## config.mk

```make
export PLATFORM = sky130hd
export DESIGN_NAME = alu_share_arbiter
export DESIGN_NICKNAME = d
export VERILOG_FILES = /design/src/rtl/alu_pkg.sv /design/src/rtl/rr_arbiter.sv /design/src/rtl/alu_share_arbiter.sv
export SDC_FILE = /design/constraint.sdc
export NUM_CORES = 1
export LEC_CHECK = 0
export CAP_MARGIN = 25
export CORE_MARGIN = 1
export CORE_UTILIZATION = 30
export CTS_CLUSTER_SIZE = 40
export DETAILED_ROUTE_END_ITERATION = 10
export DONT_BUFFER_PORTS = 1
export HOLD_SLACK_MARGIN = 0.12
export PLACE_DENSITY = 0.44
export REMOVE_ABC_BUFFERS = 1
export SYNTH_ARGS = -nofsm -noshare
export SYNTH_HDL_FRONTEND = slang
export SYNTH_HIERARCHICAL = 1
export SYNTH_SLANG_ARGS = --single-unit
```

## constraint.sdc

```tcl
create_clock -name clk -period 1.7 [get_ports clk]
set_clock_uncertainty 0.1 [all_clocks]
set_input_delay 0.51 -clock clk [delete_from_list [all_inputs] [get_ports clk]]
set_output_delay 0.51 -clock clk [all_outputs]
set_load 0.005 [all_outputs]
```

## src/rtl/alu_pkg.sv

```systemverilog
// Shared definitions for the ALU sharing arbiter: ALUOp codes, FSM states
// and the unsupported-op check.
package alu_pkg;

    localparam logic [3:0] ALU_NOP    = 4'd0;
    localparam logic [3:0] ALU_ADD    = 4'd1;
    localparam logic [3:0] ALU_SUB    = 4'd2;
    localparam logic [3:0] ALU_AND    = 4'd3;
    localparam logic [3:0] ALU_OR     = 4'd4;
    localparam logic [3:0] ALU_XOR    = 4'd5;
    localparam logic [3:0] ALU_NOR    = 4'd6;
    localparam logic [3:0] ALU_SLT    = 4'd7;
    localparam logic [3:0] ALU_SLL    = 4'd8;
    localparam logic [3:0] ALU_SRL    = 4'd9;
    localparam logic [3:0] ALU_BEQ    = 4'd10;
    localparam logic [3:0] ALU_BNE    = 4'd11;
    localparam logic [3:0] ALU_OP_MAX = 4'd11;

    typedef enum logic [1:0] {
        IDLE = 2'd0,
        EXEC = 2'd1,
        RESP = 2'd2
    } state_t;

    // Op 0 and everything above the last defined op are flagged as errors.
    function automatic logic isUnsupported(input logic [3:0] op);
        return (op == ALU_NOP) || (op > ALU_OP_MAX);
    endfunction

endpackage

```

## src/rtl/rr_arbiter.sv

```systemverilog
// Combinational round-robin arbiter: searches from ptr upward, wrapping at
// NUM_REQ-1, and returns a one-hot grant plus the winning index.
module rr_arbiter #(
    parameter int NUM_REQ = 2,
    parameter int ID_W    = 1
) (
    input  logic [NUM_REQ-1:0] req,
    input  logic [ID_W-1:0]    ptr,
    output logic [NUM_REQ-1:0] grant,
    output logic [ID_W-1:0]    grantIdx
);

    logic          w_found;
    logic [ID_W:0] w_cand;

    // First requester at or after ptr (modulo NUM_REQ) wins.
    always_comb begin
        grant    = '0;
        grantIdx = '0;
        w_found  = 1'b0;
        w_cand   = '0;
        for (int k = 0; k < NUM_REQ; k++) begin
            w_cand = {1'b0, ptr} + (ID_W+1)'(k);
            if (w_cand >= (ID_W+1)'(NUM_REQ)) begin
                w_cand = w_cand - (ID_W+1)'(NUM_REQ);
            end
            if (!w_found && req[w_cand[ID_W-1:0]]) begin
                w_found                     = 1'b1;
                grant[w_cand[ID_W-1:0]]     = 1'b1;
                grantIdx                    = w_cand[ID_W-1:0];
            end
        end
    end

endmodule

```

## src/rtl/alu_share_arbiter.sv

```systemverilog
// Shares one combinational ALU between NUM_REQ requesters. One operation at a
// time walks IDLE -> EXEC -> RESP; operands and results are registered.
module alu_share_arbiter
    import alu_pkg::*;
#(
    parameter  int bit_size = 32,
    parameter  int NUM_REQ  = 2,
    localparam int ID_W     = (NUM_REQ > 1) ? $clog2(NUM_REQ) : 1
) (
    input  logic                        clk,
    input  logic                        rst,
    input  logic [NUM_REQ-1:0]          req_valid,
    output logic [NUM_REQ-1:0]          req_ready,
    input  logic [4*NUM_REQ-1:0]        req_op,
    input  logic [bit_size*NUM_REQ-1:0] req_src1,
    input  logic [bit_size*NUM_REQ-1:0] req_src2,
    input  logic [5*NUM_REQ-1:0]        req_shamt,
    output logic [3:0]                  alu_op,
    output logic [bit_size-1:0]         alu_src1,
    output logic [bit_size-1:0]         alu_src2,
    output logic [4:0]                  alu_shamt,
    input  logic [bit_size-1:0]         alu_result,
    input  logic                        alu_zero,
    output logic                        rsp_valid,
    input  logic                        rsp_ready,
    output logic [ID_W-1:0]             rsp_id,
    output logic [bit_size-1:0]         rsp_result,
    output logic                        rsp_zero,
    output logic                        rsp_err
);

    state_t                r_state;
    state_t                w_nextState;
    logic [ID_W-1:0]       r_rrPtr;
    logic [ID_W-1:0]       w_rrNext;

    logic [3:0]            r_op;
    logic [bit_size-1:0]   r_src1;
    logic [bit_size-1:0]   r_src2;
    logic [4:0]            r_shamt;
    logic [ID_W-1:0]       r_id;

    logic [ID_W-1:0]       r_rspId;
    logic [bit_size-1:0]   r_rspResult;
    logic                  r_rspZero;
    logic                  r_rspErr;

    logic [NUM_REQ-1:0]    w_grant;
    logic [ID_W-1:0]       w_grantIdx;
    logic                  w_accept;

    logic [3:0]            w_opArr    [NUM_REQ];
    logic [bit_size-1:0]   w_src1Arr  [NUM_REQ];
    logic [bit_size-1:0]   w_src2Arr  [NUM_REQ];
    logic [4:0]            w_shamtArr [NUM_REQ];

    rr_arbiter #(
        .NUM_REQ (NUM_REQ),
        .ID_W    (ID_W)
    ) u_rrArbiter (
        .req      (req_valid),
        .ptr      (r_rrPtr),
        .grant    (w_grant),
        .grantIdx (w_grantIdx)
    );

    // Split the flattened request buses into per-requester slices.
    always_comb begin
        for (int i = 0; i < NUM_REQ; i++) begin
            w_opArr[i]    = req_op[4*i +: 4];
            w_src1Arr[i]  = req_src1[bit_size*i +: bit_size];
            w_src2Arr[i]  = req_src2[bit_size*i +: bit_size];
            w_shamtArr[i] = req_shamt[5*i +: 5];
        end
    end

    assign w_accept  = (r_state == IDLE) && (|req_valid);
    assign w_rrNext  = (r_id == ID_W'(NUM_REQ-1)) ? '0 : r_id + ID_W'(1);

    assign req_ready  = ((r_state == IDLE) && !rst) ? w_grant : '0;
    assign alu_op     = (r_state == EXEC) ? r_op : 4'd0;
    assign alu_src1   = r_src1;
    assign alu_src2   = r_src2;
    assign alu_shamt  = r_shamt;
    assign rsp_valid  = (r_state == RESP);
    assign rsp_id     = r_rspId;
    assign rsp_result = r_rspResult;
    assign rsp_zero   = r_rspZero;
    assign rsp_err    = r_rspErr;

    // FSM state register.
    always_ff @(posedge clk) begin
        if (rst) begin
            r_state <= IDLE;
        end else begin
            r_state <= w_nextState;
        end
    end

    // FSM next-state logic.
    always_comb begin
        w_nextState = r_state;
        case (r_state)
            IDLE:    if (|req_valid) w_nextState = EXEC;
            EXEC:    w_nextState = RESP;
            RESP:    if (rsp_ready) w_nextState = IDLE;
            default: w_nextState = IDLE;
        endcase
    end

    // Operand register loads on accept; response register and round-robin
    // pointer update once the ALU has produced its result in EXEC.
    always_ff @(posedge clk) begin
        if (rst) begin
            r_rrPtr     <= '0;
            r_op        <= '0;
            r_src1      <= '0;
            r_src2      <= '0;
            r_shamt     <= '0;
            r_id        <= '0;
            r_rspId     <= '0;
            r_rspResult <= '0;
            r_rspZero   <= 1'b0;
            r_rspErr    <= 1'b0;
        end else begin
            if (w_accept) begin
                r_op    <= w_opArr[w_grantIdx];
                r_src1  <= w_src1Arr[w_grantIdx];
                r_src2  <= w_src2Arr[w_grantIdx];
                r_shamt <= w_shamtArr[w_grantIdx];
                r_id    <= w_grantIdx;
            end
            if (r_state == EXEC) begin
                r_rspId     <= r_id;
                r_rspResult <= alu_result;
                r_rspZero   <= alu_zero;
                r_rspErr    <= isUnsupported(r_op);
                r_rrPtr     <= w_rrNext;
            end
        end
    end

endmodule

```

==> results.txt <==
* Global-route wire length before repair: 22,100 µm
- Fin crit share: 103%
* Instance count after placement with tap cells included: 704
- Maximum capacitance violations: 0
- Critical register-to-register path startpoint: r_rrPtr
- The tree built by TritonCTS fans out to 112 sinks.
- Critical Path, Cell by Cell: and2b_4, and2_4
* Clock latency reported for the late side of the worst-skew pair: approximately 340 ps
- Initial antenna violation count: 0
- In this run the worst hold path is classified as in -> reg.
- Status: finished, violations left
* Total area of multi-input combinational cells: around 2300 µm²
- Die area: 16,700 µm²
* Worst-path clk slew: 70 ps
* Number of standard-cell rows in the floorplan: 46
* Die boundary height: 129 µm
- Worst path arrival time: approximately 1100 ps
- Capture point of the worst reg-to-reg path: alu_src2[13]
* Met3 routed WL: around 1400 µm
- Number of standard cells in the layout, taps in and fillers out: between 700 and 800
- For this run, the register share of the synthesized area comes to 46.1%.
* Worst Reg-to-Reg Cells: 6
- Number of top-level pins: between 200 and 300
* Number of distinct standard cells referenced by the synthesized netlist: 27
* H-Tree Depth: 3
- During synthesis, Yosys emitted a total of 6 warnings.
* First-pass DRT Iterations: 6
- DRC marker count from the first detailed-route iteration: about 110
* Transition time at the pin with the least slew margin: between 800 and 900 ps
- Measured along the x axis, the die boundary spans about 130 µm.
* Routed via count: slightly below 4,000
- After detailed routing, the total wire length is roughly 16,000 µm.
* Number of pins with negative max-slew slack in the final report: 0
- Worst Hold Slack: 150 ps
- The worst setup path is captured at an output port.
- The number of clock buffers added by TritonCTS is 9.
* Number of failing hold endpoints at the final stage: 0
- Remaining global-route overflow: 0
- Residual DRC count: 0
* Max Buffers Root-to-Sink: 2
- Fill cell total of the finished layout: around 1,600
- Placed wire-length estimate after detailed placement: roughly 9700 µm
- Post-Synthesis Cells: between 500 and 600
- Setup CP Type: reg -> out
- The floorplan step defined a core boundary enclosing approximately 16,000 µm².
- Unrepaired setup endpoints after global routing: yes
* Layout area overhead: 17.1%
- Layout Nets: 700
- Endpoint with the worst hold slack: r_rrPtr
- Count of input and output buffers: 0
- Routed via count divided by cell count: 5.34
- Area occupied by registers: approximately 2200 µm²
- After detailed routing, no signal wire sits above met4.
* Hold depth: 1
- At the end of routability-driven placement, the weighted congestion stood at between 0.7 and 0.8.
- Across every metal layer, demand over resource in global routing totals between 10% and 20%.
- Biggest cell delay along the critical path: roughly 330 ps
- The analysis attributes to cell leakage a power of around 2.1 nW.
- Avg Inst Size Synth: between 9 and 10 µm²
- CTS root buffer: clkbuf_16
- Number of global-route vias before repair: between 3,000 and 4,000
- Worst Setup Slack post-DPL: -36.3 ps
- Max-Slew Margin vs Limit: between 40% and 50%
* Fmax: between 500 and 600 MHz
* Cell Pwr Density: 1200 nW/µm²
- The smallest clock period supported by the final layout is computed as between 1500 and 2000 ps.
* Library cell contributing the largest single delay on the critical path: dfxtp_2
* Start point of the worst min-delay path: rst
- Setup violations remaining at the end of the flow were counted as 6.
* Starting density of the core: between 30% and 40%
- In this run the worst path has a maximum fanout of 8.
- Entering global routing, the biggest net connects 75 pins.
- Final Worst Setup Slack: -51.0 ps
* Antenna diode count: 0
- After detailed routing, the average wire length per cell comes to between 20 and 25 µm.
* Worst VDD drop: approximately 0.43 mV
- In the final layout, the share of cells above drive strength 1 is roughly an eighth.
- For the worst setup path, the data required time is 1090 ps.
- Synth Register Bits: between 100 and 150
* Setup slack, reg-to-reg: 70 ps
* Post-Synthesis Cell Area: slightly below 5000 µm²
- Wire length on met1: about 6000 µm
- Violations in the final reports: negative setup slack
- Summed over all nets, wire length on met2 after detailed routing comes to just under 8000 µm.
- TritonCTS built the clock tree.
* Kind of start point of the critical path: flop
- Once detail routing completed, the nets flagged for antenna violations numbered 0.
[cells in the final DEF, fill, tap and decap left out]
cell	instances
nor3_1	2
a211oi_1	68
nor2_8	1
bufinv_16	4
dlymetal6s4s_1	1
nor2_4	1
dlygate4sd3_1	10
inv_1	1
dfxtp_1	109
nand2_1	69
buf_12	9
clkbuf_16	9
or2_4	1
nor4_1	1
o21ai_0	1
a21boi_4	1
dfxtp_2	3
nor3b_2	1
nor3b_4	1
a211oi_2	6
nand2b_1	3
a21boi_2	1
nor2b_2	1
nor2_1	2
buf_4	20
nand3_1	1
and2b_4	1
and2_4	4
bufbuf_16	1
mux2i_1	73
or2_2	1
a21oi_1	110
a21boi_1	1
[critical path: cells and delay by family, from the launching register on]
family	cells	cell delay, ps
flops	1	330
simple gates	2	460
[cells in the mapped netlist]
| library cell | count | area share (%) |
|---|---|---|
| or2_1 | 1 | 0.13 |
| buf_2 | 20 | 2.1 |
| a21boi_2 | 1 | 0.23 |
| o21ai_0 | 1 | 0.10 |
| a211oi_2 | 6 | 1.5 |
| dfxtp_1 | 112 | 46 |
| buf_1 | 2 | 0.15 |
| nor2_8 | 1 | 0.41 |
| nor2b_1 | 1 | 0.13 |
| and2_1 | 4 | 0.51 |
| nor2_1 | 3 | 0.23 |
| or2_2 | 1 | 0.13 |
| a21oi_1 | 110 | 11 |
| a21boi_1 | 2 | 0.31 |
| nand3_1 | 1 | 0.10 |
| nor4_1 | 1 | 0.13 |
| buf_6 | 8 | 1.9 |
| and2b_1 | 1 | 0.15 |
| nor3_1 | 2 | 0.21 |
| mux2i_1 | 73 | 15 |
| inv_1 | 1 | 0.077 |
| buf_4 | 9 | 1.4 |
| a211oi_1 | 68 | 11 |
| nand2b_1 | 3 | 0.39 |
| nand2_1 | 69 | 5.3 |
| clkbuf_1 | 14 | 1.1 |
| nor3b_1 | 2 | 0.31 |
[flip-flops by register name, indices dropped and copies added, names as in the netlist, 2 cells and up]
signal	count
r_state	2
alu_shamt	5
alu_src2	32
rsp_result	32
alu_src1	32
r_op	4
[metrics by stage]
stage                     TNS [ps]  cell area, µm²  power [mW]  util, %
after floorplan            -343160            4540        3.90        -
after global placement       -22.2            5130        4.24     32.4
after detailed placement     -52.5            5130        4.26     32.4
after CTS                     -716            5700        6.91     36.0
after global routing          -650            5690        7.15     35.9
final                         -270            5690        6.81     35.9
[what timing repair did]
item	4_1_cts	5_1_grt
hold buffers	11	0
gates cloned	1	0
hold endpoints to repair	12	0
setup buffers	6	0
gates resized for setup	11	4
pin swaps	3	1
endpoints found under the setup margin	7	15
[routing by layer]
metal	GRT usage, %	vias to the layer above
met5	0	-
met4	7.47	0
met3	5.66	13
met2	32.0	199
met1	20.2	1844
li1	-	1862
[report_power, final]
group / leakage (nW) / switching (mW) / internal [mW]
Combinational: 0.962 / 0.638 / 0.533
Clock: 0.167 / 0.929 / 1.57
Sequential: 0.927 / 0.234 / 2.91
[worst max path at each step]
stage,from,end,slack (ps),cells past startpoint
after detailed placement,req_valid[1],alu_src2[13],-40,5
after global placement,req_valid[1],alu_src2[13],-20,5
after floorplan,req_valid[1],alu_src2[10],-4750,3
final,r_state[1],alu_op[0],-50,2
after global routing,r_state[1],alu_op[1],-120,2
after CTS,r_state[1],alu_op[0],-150,3
[cell type report]
cell class                 count  share of cell area, %
timing repair buffer          41                   8.36
tap                          216                   4.75
multi-input combinational    351                   41.3
inverter                       1                 0.0660
sequential                   112                   39.5
clock inverter                 4                   2.11
clock buffer                   9                   3.96
[cells by family after synthesis]
kind of cell	after synthesis	share of synthesized area, %
AO/OA/AOI/OAI	188	24.0
buffers and inverters	54	6.62
flip-flops	112	46.1
multiplexers	73	15.0
AND/OR/NAND/NOR	90	8.16
Note: power is estimated with default switching activity, not from simulation.
